--- src/rtl/matrix_pkg.sv ---
// Encodings and helpers shared between the matrix register file and the multiply controller.
package matrix_pkg;

  localparam logic [1:0] TYPE_CELL = 2'b00;
  localparam logic [1:0] TYPE_ROW  = 2'b01;
  localparam logic [1:0] TYPE_COL  = 2'b10;
  localparam logic [1:0] TYPE_INV  = 2'b11;

  localparam logic [1:0] MAT_A   = 2'b00;
  localparam logic [1:0] MAT_B   = 2'b01;
  localparam logic [1:0] MAT_C   = 2'b10;
  localparam logic [1:0] MAT_INV = 2'b11;

  localparam logic [1:0] S_IDLE   = 2'd0;
  localparam logic [1:0] S_GATHER = 2'd1;
  localparam logic [1:0] S_RESP   = 2'd2;
  localparam logic [1:0] S_HOLD   = 2'd3;

  // Low bit of cell slice idx within a row/column bus.
  function automatic int unsigned slice_lo(input int unsigned idx, input int unsigned cell_width);
    return idx * cell_width;
  endfunction

endpackage

--- src/rtl/matrix_col_gather.sv ---
// Column assembly: walks rows 0..size-1 of a latched column, one cell per cycle,
// into a shadow register; done/column are combinational so the last cell lands with no extra cycle.
module matrix_col_gather
  import matrix_pkg::*;
#(
  parameter int size       = 4,
  parameter int cell_width = 8,
  parameter int width      = cell_width * size,
  parameter int idx_width  = 2
) (
  input  logic                  in_clk,
  input  logic                  in_reset,
  input  logic                  start,
  input  logic [idx_width-1:0]  col_idx,
  input  logic [1:0]            mat_sel,
  input  logic [cell_width-1:0] cell_data,
  output logic [idx_width-1:0]  row_idx,
  output logic [idx_width-1:0]  col_sel,
  output logic [1:0]            mat_out,
  output logic                  done,
  output logic [width-1:0]      column
);

  localparam logic [idx_width-1:0] LAST = idx_width'(size - 1);

  logic                 active;
  logic [idx_width-1:0] count;
  logic [idx_width-1:0] col_q;
  logic [1:0]           mat_q;
  logic [width-1:0]     shadow;

  always_ff @(posedge in_clk or negedge in_reset) begin
    if (!in_reset) begin
      active <= 1'b0;
      count  <= '0;
      col_q  <= '0;
      mat_q  <= '0;
      shadow <= '0;
    end else if (start) begin
      active <= 1'b1;
      count  <= '0;
      col_q  <= col_idx;
      mat_q  <= mat_sel;
    end else if (active) begin
      shadow[slice_lo(32'(count), cell_width) +: cell_width] <= cell_data;
      if (count == LAST) begin
        active <= 1'b0;
        count  <= '0;
      end else begin
        count <= count + 1'b1;
      end
    end
  end

  assign row_idx = count;
  assign col_sel = col_q;
  assign mat_out = mat_q;
  assign done    = active && (count == LAST);

  // Final row is merged straight from storage so the column is complete on the done cycle.
  always_comb begin
    column = shadow;
    column[slice_lo(size - 1, cell_width) +: cell_width] = cell_data;
  end

endmodule

--- src/rtl/matrix_reg_file.sv ---
// Storage for matrices A, B and C behind the multiply controller: cell/row writes,
// cell/row reads with 1-cycle latency and column reads assembled over size cycles.
module matrix_reg_file
  import matrix_pkg::*;
#(
  parameter int size          = 4,
  parameter int cell_width    = 8,
  parameter int address_width = 8,
  parameter int width         = cell_width * size
) (
  input  logic                     in_clk,
  input  logic                     in_reset,
  input  logic [address_width-1:0] in_address,
  input  logic [1:0]               in_type,
  input  logic [1:0]               in_matrix,
  input  logic                     in_read_en,
  input  logic                     in_write_en,
  input  logic [width-1:0]         in_data,
  output logic [width-1:0]         out_data,
  output logic                     out_data_ready,
  output logic                     out_error
);

  localparam int IDX_W = (size > 1) ? $clog2(size) : 1;
  localparam logic [address_width-1:0] SIZE_A = address_width'(size);
  localparam logic [address_width:0]   CELLS  = (address_width + 1)'(size * size);

  logic [size-1:0][size-1:0][cell_width-1:0] mem [3];

  logic [IDX_W-1:0] row_i;
  logic [IDX_W-1:0] col_i;
  logic             addr_ok;
  logic             wr_ok;
  logic             rd_ok;
  logic [1:0]       state;

  logic                  g_start;
  logic                  g_done;
  logic [IDX_W-1:0]      g_row;
  logic [IDX_W-1:0]      g_col;
  logic [1:0]            g_mat;
  logic [cell_width-1:0] g_cell;
  logic [width-1:0]      g_column;

  always_comb begin
    row_i   = IDX_W'(in_address / SIZE_A);
    col_i   = IDX_W'(in_address % SIZE_A);
    addr_ok = {1'b0, in_address} < CELLS;
    wr_ok   = addr_ok && (in_matrix != MAT_INV) &&
              ((in_type == TYPE_CELL) || (in_type == TYPE_ROW));
    rd_ok   = addr_ok && (in_matrix != MAT_INV) && (in_type != TYPE_INV);
    g_start = (state == S_IDLE) && in_read_en && rd_ok && (in_type == TYPE_COL);
    g_cell  = mem[g_mat][g_row][g_col];
  end

  always_ff @(posedge in_clk or negedge in_reset) begin
    if (!in_reset) begin
      mem[0] <= '0;
      mem[1] <= '0;
      mem[2] <= '0;
    end else if (in_write_en && wr_ok) begin
      if (in_type == TYPE_CELL)
        mem[in_matrix][row_i][col_i] <= in_data[cell_width-1:0];
      else
        mem[in_matrix][row_i] <= in_data;
    end
  end

  // Write errors and read errors share the one-cycle error pulse.
  always_ff @(posedge in_clk or negedge in_reset) begin
    if (!in_reset) begin
      state          <= S_IDLE;
      out_data       <= '0;
      out_data_ready <= 1'b0;
      out_error      <= 1'b0;
    end else begin
      out_error <= in_write_en && !wr_ok;
      case (state)
        S_IDLE: begin
          if (in_read_en) begin
            if (!rd_ok) begin
              out_error      <= 1'b1;
              out_data       <= '0;
              out_data_ready <= 1'b1;
              state          <= S_RESP;
            end else if (in_type == TYPE_COL) begin
              state <= S_GATHER;
            end else begin
              out_data       <= (in_type == TYPE_ROW) ? mem[in_matrix][row_i]
                                                      : width'(mem[in_matrix][row_i][col_i]);
              out_data_ready <= 1'b1;
              state          <= S_RESP;
            end
          end
        end
        S_GATHER: begin
          if (g_done) begin
            out_data       <= g_column;
            out_data_ready <= 1'b1;
            state          <= S_RESP;
          end
        end
        S_RESP: begin
          out_data_ready <= 1'b0;
          state          <= S_HOLD;
        end
        default: state <= S_IDLE;
      endcase
    end
  end

  matrix_col_gather #(
    .size       (size),
    .cell_width (cell_width),
    .width      (width),
    .idx_width  (IDX_W)
  ) u_col_gather (
    .in_clk    (in_clk),
    .in_reset  (in_reset),
    .start     (g_start),
    .col_idx   (col_i),
    .mat_sel   (in_matrix),
    .cell_data (g_cell),
    .row_idx   (g_row),
    .col_sel   (g_col),
    .mat_out   (g_mat),
    .done      (g_done),
    .column    (g_column)
  );

endmodule

--- config.mk ---
export PLATFORM = sky130hd
export DESIGN_NAME = matrix_reg_file
export DESIGN_NICKNAME = d
export VERILOG_FILES = /design/src/rtl/matrix_pkg.sv /design/src/rtl/matrix_col_gather.sv /design/src/rtl/matrix_reg_file.sv
export SDC_FILE = /design/constraint.sdc
export NUM_CORES = 1
export LEC_CHECK = 0
export BUFFER_PORTS_ARGS = -buffer_cell sky130_fd_sc_hd__buf_4
export CAP_MARGIN = 20
export CORE_UTILIZATION = 45
export CTS_BUF_LIST = sky130_fd_sc_hd__clkbuf_4 sky130_fd_sc_hd__clkbuf_8 sky130_fd_sc_hd__clkbuf_16
export DETAILED_ROUTE_END_ITERATION = 8
export GPL_TIMING_DRIVEN = 0
export PLACE_DENSITY = 0.61
export SKIP_CTS_REPAIR_TIMING = 1
export SLEW_MARGIN = 20
export SYNTH_ARGS = -nofsm -noshare
export SYNTH_HDL_FRONTEND = slang
export SYNTH_SLANG_ARGS = --single-unit
--- constraint.sdc ---
create_clock -name in_clk -period 4.7 [get_ports in_clk]
set_clock_uncertainty 0.1 [all_clocks]
set_input_delay 0.235 -clock in_clk [delete_from_list [all_inputs] [get_ports in_clk]]
set_output_delay 0.235 -clock in_clk [all_outputs]
set_load 0.005 [all_outputs]
Word level (Yosys, flattened, before mapping)

Index checks and enable logic that the tools add are counted.

Bitwise operators: 3
$lt $le $gt $ge: 10
Add/sub/neg operators: 2
Equal/unequal tests: 10
Shifts and indexed selects: 2
Reduce and logical (&&, ||, !) cells: 23
Muxes and demuxes: 53

Operators with widths:

| cell                                                                    | number |
|---|---|
| 384-bit bitwise mux                                                     | 2 |
| 128-bit 2-to-1 mux                                                      | 6 |
| 128-bit binary-select mux with 2-bit select                             | 2 |
| 128-bit demux with 2-bit select                                         | 2 |
| 384-bit 2-to-1 mux                                                      | 1 |
| 32-bit 2-to-1 mux                                                       | 9 |
| 32-bit binary-select mux with 2-bit select                              | 2 |
| 32-bit demux with 2-bit select                                          | 2 |
| 32-bit one-hot mux with 2 select lines                                  | 1 |
| 5-bit negation with 34-bit output                                       | 1 |
| 8-bit by 34-bit variable shift with 32-bit output, first input constant | 1 |
| 8-bit by 34-bit indexed part select with 32-bit output                  | 1 |
| 8-bit binary-select mux with 2-bit select                               | 2 |
| 32-bit bitwise mux                                                      | 1 |
| 8-bit 2-to-1 mux                                                        | 3 |
| 8-bit demux with 2-bit select                                           | 1 |
| 2-bit 2-to-1 mux                                                        | 7 |
| 1-bit logical AND                                                       | 12 |
| 2-bit by 3-bit < comparator with 1-bit output, second input constant    | 4 |
| 1-bit 2-to-1 mux                                                        | 10 |
| 8-bit by 5-bit < comparator with 1-bit output, second input constant    | 1 |
| 2-bit != test, second input constant                                    | 4 |
| 4-bit AND reduction                                                     | 2 |
| 2-bit == test, second input constant                                    | 3 |
| other kinds (16)                                                        | 23 |

Flip-flop bits (word level): 459
Word-level logic and storage cells: 160

Longest topological paths before layout

Depth after elaboration: 13
Mapped depth: 11
Depth with buffers taken out: 8

Modules after synthesis

From an unflattened synthesis, not the netlist that was laid out.

Cells, all modules: 2259
Area total of the unflattened synthesis: 24601.1 sq um

Modules (own cells, without submodules):

| module            | sequential area each (sq um) | area each (sq um) | cells an instance | instances |
|---|---|---|---|---|
| matrix_reg_file   | 10510.1                      | 22984.5           | 2117              | 1 |
| matrix_col_gather | 775.7                        | 1616.6            | 142               | 1 |

Worst setup path after synthesis

OpenSTA, ideal clock, no wires.

Kind: flip-flop to flip-flop
From: register u_col_gather.count[1], in the netlist u_col_gather.row_idx[1]
To: register u_col_gather.shadow[0]
Stages on the path, launching flop included: 9
Arrival: 2226 ps
Slack: 2298 ps
Required time: 4523 ps
Clock period less this slack: 2402 ps
Path buffers: 4
Path through: dfrtp_1 -> buf_2 -> buf_2 -> buf_2 -> inv_1 -> ha_1 -> or4b_1 -> clkbuf_1 -> o21ai_1

Cells in the longest elaborated chain, start to end: 6
Elaborated cells on any way between the ends: 8
Classes of those cells: 1 x add/sub; 2 x shift; 5 x mux

Ends and longest elaborated chain:

| item                                                   | RTL line                | RTL |
|---|---|---|
| start: declaration                                     | matrix_col_gather.sv:27 | `logic [idx_width-1:0] count;` |
| start signal: assignment                               | matrix_col_gather.sv:50 | `count <= count + 1'b1;` |
| 32-bit binary-select mux with 2-bit select             | matrix_reg_file.sv:53   | `g_cell = mem[g_mat][g_row][g_col];` |
| 32-bit 2-to-1 mux (implied by the code)                | matrix_reg_file.sv:53   |  |
| 8-bit binary-select mux with 2-bit select              | matrix_reg_file.sv:53   |  |
| 8-bit 2-to-1 mux (implied by the code)                 | matrix_reg_file.sv:53   |  |
| 8-bit by 34-bit indexed part select with 32-bit output | matrix_col_gather.sv:45 | `shadow[slice_lo(32'(count), cell_width) +: cell_width] <= cell_data;` |
| 32-bit bitwise mux *                                   | matrix_col_gather.sv:45 |  |
| end signal: indexed assignment                         | matrix_col_gather.sv:45 |  |
| end: declaration                                       | matrix_col_gather.sv:30 | `logic [width-1:0] shadow;` |

Every way passes the cells marked *; elsewhere a longest branch is shown, timed or not. The select of a mux whose other input is x is not followed.
A chain may end at the register's enable or synchronous reset.

Worst setup path in the final report

From: register u_col_gather.count[0], in the netlist u_col_gather.row_idx[0]
To: register u_col_gather.shadow[13]

Same word-level chain as after synthesis.

==> impl_metrics.yaml <==
global_routing:
  grt_start_max_net_pins: 87
  grtUsageMet3_pct: 19.7
  grt_pass1_wl_mm: 179
  gr-usage-met2_pct: 64.3
  gr-usage-met1_pct: 59.9
  grt_pass1_vias: 22300
  grt-ovfl-total: 0
  busiest_layer: "met2"
  antenna_found_initial: 15
  grt_usage_pct: 46.4
power:
  power_density_mw_per_mm2: 431
  p_comb_share_pct: 31.2
  ir_drop_mv: 0.315
  power.share.clock_pct: 33.3
  p_int_mw: 7.67
  power.total_mw: 12.3
  switching_share_pct: 37.7
  p_sw_mw: 4.63
  seqPwrFrac_pct: 35.5
  p_leak_nw: 12.7
timing:
  max_slew.worst_pin.slew_ps: 1330
  slew_violations: 0
  setup_violations: 0
  fin_setup_tns_ps: 0
  rsz0062_at_grt: "false"
  whs_ps: -53.6
  relSlewSlack_pct: 11.6
  timing.fmax_ghz: 0.220
  period_share_pct: 96.6
  fin_crit_ps: 4540
  hold_violations: 10
yosys:
  synth_area_mm2: 0.0249
  netlist_instances: 2467
  synth_top_flop_cell: "dfrtp_1"
  ys_seq_elements: 451
  ys_seq_area_share_pct: 45.4
  ys_types: 83
  syn_nets: 2525
  syn_avg_cell_area_um2: 10.1
  synth_edf_count: 0
  async_flop_share_pct: 100
  ys.warnings.count: 0
floorplan:
  start_util_pct: 45.9
  core_mm2: 0.0542
  dieHeight_um: 237
  dieArea_mm2: 0.0562
  rows: 85
  fp.dieW_um: 237
  io_pins: 82
routing:
  drtIter0Drc: 3192
  antenna_left: 0
  num_vias: 23400
  wirelength_mm: 131
  drc: 0
  via_per_inst: 6.94
  wl_per_cell_um: 38.8
  dr.pass1.iters: 8
placement:
  dpl_cell_area_mm2: 0.0266
  placedCellCount: 3249
  numPortBuffers: 77
  place_congestion: 1.06
  hpwl_mm: 97.2
run:
  max-cap-violations: 0
final_layout:
  syn_to_final_growth_pct: 14.7
  fillers: 4981
  finalNonFillerCells: 3372
  design_area_mm2: 0.0286
  drive_gt1_share_pct: 18.7
  mostFrequentLayoutCell: "dfrtp_1"
  final_nets: 2691
  layout_common_cells: "dfrtp_1, nor2_1, a21oi_1"
clock_tree:
  cts_tree: "done"
  clock_latency_ps: 630
  cts_root_buf: "clkbuf_16"
  cts-buffers-inserted: 49
  clkTransAtPathRegs_ps: 60
  clock_path_buffers: 3
  htree_levels: 2
  cts.sinks: 451
outcome:
  violations: "negative hold slack"
  status: "complete, but fails checks"
critical_path:
  required_ps: 5050
  critical_path_class: "register to register"
  crit_fanout: 10
  start_kind: "register"
  crit_path_end_kind: "register"
  rr_startpoint: "u_col_gather.row_idx[0]"
  worstPathArrival_ps: 4890
  worst_r2r_path_depth: 9
  r2r-end: "u_col_gather.shadow[13]"
  reg2reg_slack_ps: 160
hold_path:
  hold_end: "mem[365]"
  hold_class: "primary input to register"
  min-delay-start: "in_data[13]"
  hold_depth: 3
[worst max-delay path, cell delays in order, from the launching register on]
cell	delay, ps
dfrtp_1	380
clkbuf_1	470
nor2b_1	200
clkbuf_1	490
clkbuf_1	1010
a22oi_1	300
nand3_1	300
a41oi_1	350
nor2_1	570
o21ai_0	190
[per-stage QoR]
stage	setup slack [ps]	utilization [%]	hold WS, ps
floorplan	2300	-	-161
global placement	-1350	48.6	363
detailed placement	420	49.0	46.1
CTS	525	52.1	-588
global route	349	52.6	3.49
finish	161	52.6	-53.6
[layer usage]
metal	part of all wire, %	wire [µm]
met5	0.10	132
met4	6.7	8810
met3	14	18600
met2	40	52800
met1	39	50500
[state kept, by name, indices dropped and copies added (netlist names)]
name / flops
mem: 384
out_data: 32
u_col_gather.shadow: 24
state: 2
u_col_gather.col_sel: 2
u_col_gather.mat_out: 2
u_col_gather.row_idx: 2
out_data_ready: 1
out_error: 1
u_col_gather.active: 1
[power by group through the flow]
stage	clock [mW]	combinational, mW	sequential, mW
finish	4.09	3.84	4.37
global route	4.27	3.87	4.39
CTS	4.11	3.59	4.36
detailed placement	0	3.58	4.43
global placement	0	3.51	4.42
floorplan	0	1.80	4.35
[final cells by class]
type                       count  area, µm²  share of cell area [%]
antenna                        9       22.5                  0.0789
clock buffer                  64       1380                    4.84
inverter                      15       56.3                   0.197
clock inverter                21        290                    1.02
timing repair buffer         115       1060                    3.71
multi-input combinational   1800      12500                    43.7
tap                          696        871                    3.05
sequential                   451      11300                    39.5
buffer                       201       1090                    3.83
[worst max path at each step]
| stage | from | to | slack [ps] | depth (start not counted) |
|---|---|---|---|---|
| finish | u_col_gather.row_idx[0] | u_col_gather.shadow[13] | 160 | 9 |
| global route | u_col_gather.row_idx[0] | u_col_gather.shadow[13] | 350 | 9 |
| CTS | u_col_gather.row_idx[0] | u_col_gather.shadow[13] | 520 | 9 |
| detailed placement | in_matrix[1] | out_data[6] | 420 | 8 |
| global placement | in_reset | mem[25] | -1350 | 1 |
| floorplan | u_col_gather.row_idx[1] | u_col_gather.shadow[0] | 2300 | 8 |
[cells by family after synthesis]
group / synth area share [%]
AO/OA/AOI/OAI: 17.6
buffers and inverters: 4.60
adder cells (fa/ha/maj): 0.503
flip-flops: 45.4
multiplexers: 18.4
AND/OR/NAND/NOR: 13.6
[synth_stat cells, types with 17 or more instances]
library cell	instances	area [µm²]
a21oi_1	257	1290
a221oi_1	30	263
a22oi_1	126	946
buf_2	60	300
buf_6	22	248
clkbuf_1	93	349
dfrtp_1	451	11300
mux2_2	128	1440
mux2i_1	250	2500
mux4_2	27	608
nand2_1	176	661
nand3_1	55	275
nor2_1	296	1110
nor2_2	17	106
nor2_8	20	400
nor2b_1	21	131
o21ai_0	156	781
o22ai_1	20	125
No activity file was read; power rests on OpenSTA's default activity.
